--- src/rtl/link_serial_rx.sv ---
// Serial link receiver: 2-flop synchronised line, start/data/stop deserialiser
// and a small FIFO presenting frames on a valid/ready port.
module link_serial_rx #(
    parameter int FRAME_W      = 16,
    parameter int CLKS_PER_BIT = 4,
    parameter int DEPTH        = 4
) (
    input  logic               clk,
    input  logic               rstn,
    input  logic               sig_rx,
    output logic               ready_rx,
    output logic [FRAME_W-1:0] frame_data,
    output logic               frame_valid,
    input  logic               frame_ready,
    output logic               frame_err,
    output logic               overrun
);

    localparam int HALF = CLKS_PER_BIT / 2;
    localparam int CW   = (CLKS_PER_BIT > 2) ? $clog2(CLKS_PER_BIT) : 1;
    localparam int BW   = (FRAME_W > 2) ? $clog2(FRAME_W) : 1;
    localparam int PW   = $clog2(DEPTH);
    localparam int NW   = PW + 1;

    typedef enum logic [1:0] {IDLE, START, DATA, STOP} state_t;

    state_t             state_q, state_d;
    logic               sync1_q, s_q, s_prev_q;
    logic [CW-1:0]      cyc_q, cyc_d;
    logic [BW-1:0]      bit_q, bit_d;
    logic [FRAME_W-1:0] shift_q, shift_d;
    logic [FRAME_W-1:0] mem_q [DEPTH];
    logic [PW-1:0]      wr_q, rd_q;
    logic [NW-1:0]      count_q, count_d;
    logic [NW:0]        occ_d;
    logic               ready_q, ready_d;
    logic               err_q, err_d, ovr_q, ovr_d;
    logic               push, pop, full;

    assign full        = (count_q == NW'(DEPTH));
    assign frame_valid = (count_q != '0);
    assign pop         = frame_valid & frame_ready;
    assign frame_data  = mem_q[rd_q];
    assign ready_rx    = ready_q;
    assign frame_err   = err_q;
    assign overrun     = ovr_q;

    always_comb begin
        state_d = state_q;
        cyc_d   = cyc_q;
        bit_d   = bit_q;
        shift_d = shift_q;
        push    = 1'b0;
        err_d   = 1'b0;
        ovr_d   = 1'b0;
        case (state_q)
            IDLE: begin
                if (s_prev_q && !s_q) begin
                    state_d = START;
                    cyc_d   = '0;
                end
            end
            START: begin
                if (cyc_q == CW'(HALF - 1)) begin
                    cyc_d   = '0;
                    bit_d   = '0;
                    state_d = s_q ? IDLE : DATA;
                end else begin
                    cyc_d = cyc_q + 1'b1;
                end
            end
            DATA: begin
                if (cyc_q == CW'(CLKS_PER_BIT - 1)) begin
                    cyc_d   = '0;
                    // LSB arrives first, so shifting in from the top leaves it at bit 0
                    shift_d = {s_q, shift_q[FRAME_W-1:1]};
                    if (bit_q == BW'(FRAME_W - 1)) begin
                        state_d = STOP;
                    end else begin
                        bit_d = bit_q + 1'b1;
                    end
                end else begin
                    cyc_d = cyc_q + 1'b1;
                end
            end
            STOP: begin
                if (cyc_q == CW'(CLKS_PER_BIT - 1)) begin
                    cyc_d   = '0;
                    state_d = IDLE;
                    if (!s_q) begin
                        err_d = 1'b1;
                    end else if (full) begin
                        ovr_d = 1'b1;
                    end else begin
                        push = 1'b1;
                    end
                end else begin
                    cyc_d = cyc_q + 1'b1;
                end
            end
            default: state_d = IDLE;
        endcase

        count_d = count_q;
        if (push && !pop) begin
            count_d = count_q + 1'b1;
        end else if (pop && !push) begin
            count_d = count_q - 1'b1;
        end
        // Frame being received already reserves a slot
        occ_d   = {1'b0, count_d} + {{NW{1'b0}}, (state_d != IDLE)};
        ready_d = (occ_d < (NW + 1)'(DEPTH));
    end

    always_ff @(posedge clk or negedge rstn) begin
        if (!rstn) begin
            sync1_q  <= 1'b1;
            s_q      <= 1'b1;
            s_prev_q <= 1'b1;
            state_q  <= IDLE;
            cyc_q    <= '0;
            bit_q    <= '0;
            shift_q  <= '0;
            wr_q     <= '0;
            rd_q     <= '0;
            count_q  <= '0;
            ready_q  <= 1'b1;
            err_q    <= 1'b0;
            ovr_q    <= 1'b0;
            for (int unsigned i = 0; i < DEPTH; i++) begin
                mem_q[i] <= '0;
            end
        end else begin
            sync1_q  <= sig_rx;
            s_q      <= sync1_q;
            s_prev_q <= s_q;
            state_q  <= state_d;
            cyc_q    <= cyc_d;
            bit_q    <= bit_d;
            shift_q  <= shift_d;
            count_q  <= count_d;
            ready_q  <= ready_d;
            err_q    <= err_d;
            ovr_q    <= ovr_d;
            if (push) begin
                mem_q[wr_q] <= shift_q;
                wr_q        <= wr_q + 1'b1;
            end
            if (pop) begin
                rd_q <= rd_q + 1'b1;
            end
        end
    end

endmodule
--- config.mk ---
export PLATFORM = sky130hd
export DESIGN_NAME = link_serial_rx
export DESIGN_NICKNAME = d
export VERILOG_FILES = /design/src/rtl/link_serial_rx.sv
export SDC_FILE = /design/constraint.sdc
export NUM_CORES = 1
export LEC_CHECK = 0
export ABC_AREA = 0
export BUFFER_PORTS_ARGS = -buffer_cell sky130_fd_sc_hd__buf_2
export CAP_MARGIN = 30
export CORE_AREA = 2 2 109 85
export DETAILED_ROUTE_END_ITERATION = 12
export DIE_AREA = 0 0 111 87
export PLACE_DENSITY = 0.72
export SYNTH_ARGS = -nofsm -noshare
export SYNTH_HDL_FRONTEND = slang
export SYNTH_SLANG_ARGS = --single-unit
--- constraint.sdc ---
create_clock -name clk -period 2.3 [get_ports clk]
set_clock_uncertainty 0.1 [all_clocks]
set_input_delay 0.115 -clock clk [delete_from_list [all_inputs] [get_ports clk]]
set_output_delay 0.115 -clock clk [all_outputs]
set_load 0.05 [all_outputs]
==> out/metrics.yaml <==
port-buffer-count: 23
die-width_um: 111
setup.worst_path.class: "flip-flop to primary output"
cp_slowest_stage_delay_ns: 0.59
power.leakage_nw: 2.61
slew_violations: 0
wl_per_cell_um: 17.5
rows: 30
r2r_slack_ns: 0.42
synthesis.nets: 311
max_slew.worst_pin.slew_ns: 0.509
grt_overflow: 0
initial_core_util: 0.534
clock_sinks: 101
finalCritPeriodShare: 0.889
crit_required_ns: 2.09
fin_nets: 342
hold_class: "primary input to async pin"
ys_ff_latch: 101
avgSynthCellArea_um2: 15.6
r2r_cells: 7
antenna_found_initial: 0
hpwl_um: 4890
synthArstFlopShare: 1.00
grt_usage: 0.177
crit_fanout: 18
viasPerCell: 5.39
coreArea_um2: 8670
worst-path-buf-inv: 2
cts_setup_buffers: 0
r2r_start: "count_q[1]$_DFF_PN0_"
cp-start-kind: "flip-flop"
wl_um: 7770
synth-edff-count: 0
first_pass_iters: 4
synth_cell_type_count: 42
rsz0062_at_grt: "no"
drive_above_1_share: 0.467
dieArea_um2: 9660
drc: 0
diodes: 0
synth_top_cells_by_area: "dfrtp_1 (52%), mux2_2 (14%), mux4_2 (7.8%), mux2_4 (6.5%), ha_1 (3.0%)"
yosys_most_used_dff: "dfrtp_1"
setup_tns_ns: 0
cp.arrival_ns: 1.83
outcome: "finished clean"
max-slew-margin-rel: 0.659
pin_count: 24
cpLargestDelayFamily: "multiplexers"
slowest_stage: "mux4_2"
post-place-ws_ns: 0.415
initialDrtViolationCount: 98
setup_ws_ns: 0.255
areaGrowthSynthToFinish_pct: 12.6
hold_viol_final: 0
clock_path_buffers: 2
r2r_end: "ready_rx$_DFF_PN1_"
synth-warning-count: 0
cp_cell_sequence: "buf_4 -> mux4_2 -> buf_2"
setup_viol: 0
grt_max_degree: 40
seq_area_frac_synth: 0.547
cap_violations: 0
grt_pass1_wl_um: 13100
cts-root-buf: "clkbuf_16"
tritoncts: "built"
synth_area_um2: 4630
fmax_mhz: 489
ant_nets: 0
ctsResizeCount: 0
ctsHoldBuffers: 3
netlist_instances: 296
crit_path_end_kind: "primary output"
nFillCells: 629
cts.clk_slew.worst_paths_ns: 0.07
yosys.area.top_type: "dfrtp_1"
fin_crit_ns: 2.05
irDropWorstVdd_v: 0.000605
cts_buffers: 9
gp_congestion: 0.770
die_y_um: 87
htree_levels: 3
post-synth-top-area-fraction: 0.524
p_per_area_nw_per_um2: 962
grt_pass1_vias: 2571
vias: 2392
clk-insertion-delay-late_ns: 0.34
[power by group]
group / switching [mW] / internal [mW]
Sequential: 0.183 / 1.95
Clock: 0.640 / 1.09
Combinational: 0.660 / 0.496
[layout make-up]
class | instances | area, um2 | share of cell area
Sequential cell | 101 | 2530 | 0.486
Multi-Input combinational cell | 173 | 1950 | 0.373
Clock buffer | 10 | 239 | 0.0458
Timing Repair Buffer | 33 | 213 | 0.0408
Tap cell | 112 | 140 | 0.0269
Clock inverter | 6 | 110 | 0.0211
Inverter | 9 | 33.8 | 0.00648
[worst max-delay path by stage]
| stage | startpoint | to | slack, ns | depth (start not counted) |
|---|---|---|---|---|
| floorplan | count_q[0]$_DFF_PN0_ | ready_rx$_DFF_PN1_ | 0.21 | 7 |
| CTS | rd_q[0]$_DFFE_PN0P_ | frame_data[15] | 0.21 | 3 |
| global route | rd_q[0]$_DFFE_PN0P_ | frame_data[15] | 0.16 | 3 |
| finish | rd_q[0]$_DFFE_PN0P_ | frame_data[15] | 0.25 | 3 |
| global placement | count_q[1]$_DFF_PN0_ | ready_rx$_DFF_PN1_ | 0.42 | 7 |
| detailed placement | count_q[1]$_DFF_PN0_ | ready_rx$_DFF_PN1_ | 0.41 | 7 |
[layout by cell type, fill, tap and decap left out, drive strengths merged, types with 2 or more instances in the layout]
cell,count
a21oi,6
a22o,2
buf,30
bufinv,3
clkbuf,10
clkinvlp,2
dfrtp,97
dfstp,4
dlygate4sd3,3
ha,11
inv,9
mux2,79
mux2i,2
mux4,16
nand2,13
nand3,3
nor2,5
nor3b,4
o21ai,7
o22ai,2
xnor2,7
[worst reg2reg max path, stage by stage (launching register included)]
cell and delay (ns):
dfrtp_1 0.38, inv_1 0.09, ha_1 0.23, or2b_1 0.26
nand2_2 0.12, maj3_1 0.37, o22ai_2 0.15, a31oi_1 0.10
[flip-flops by register name, indices dropped and copies added, names as in the netlist]
name / count
mem_q: 64
shift_q: 16
bit_q: 4
count_q: 3
cyc_q: 2
rd_q: 2
state_q: 2
wr_q: 2
frame_err: 1
overrun: 1
ready_rx: 1
s_prev_q: 1
s_q: 1
sync1_q: 1
[metrics by stage]
stage	utilization	power, mW	cell area (um2)	hold WS [ns]	instances
after floorplan	-	3.08	4630	-0.281	296
after global placement	0.558	3.30	4840	0.00490	425
after detailed placement	0.558	3.32	4840	0.00370	425
after CTS	0.601	5.08	5220	0.179	444
after global routing	0.601	5.29	5220	0.223	444
final	0.601	5.02	5220	0.182	444
[cells in the mapped netlist, types with 2 or more instances]
master    n
dfrtp_1  97
mux2_2   59
mux2_4   20
mux4_2   16
ha_1     11
inv_1     9
buf_2     7
nand2_1   7
o21ai_0   7
xnor2_1   7
a21oi_1   5
nor2_1    5
dfstp_2   4
nand2_2   4
nor3b_1   4
buf_12    3
nand3_1   3
a22o_1    2
mux2i_1   2
nand2_8   2
[cells by family (layout without fill, tap and decap cells)]
family | Yosys count | after routing | synth area share
buffers and inverters | 22 | 58 | 0.0327
AND/OR/NAND/NOR | 35 | 35 | 0.0522
adder cells (fa/ha/maj) | 12 | 12 | 0.0319
XOR/XNOR | 7 | 7 | 0.0132
AO/OA/AOI/OAI | 22 | 22 | 0.0327
flip-flops | 101 | 101 | 0.547
multiplexers | 97 | 97 | 0.290
[layer usage]
metal	global-route usage	up-vias	part of all wire
met2	0.284	27	0.47
met3	0.0459	9	0.027
met1	0.239	1230	0.49
met5	0	-	0
met4	0.0614	0	0.013
li1	-	1126	-
Note: power is estimated with default switching activity, not from simulation.
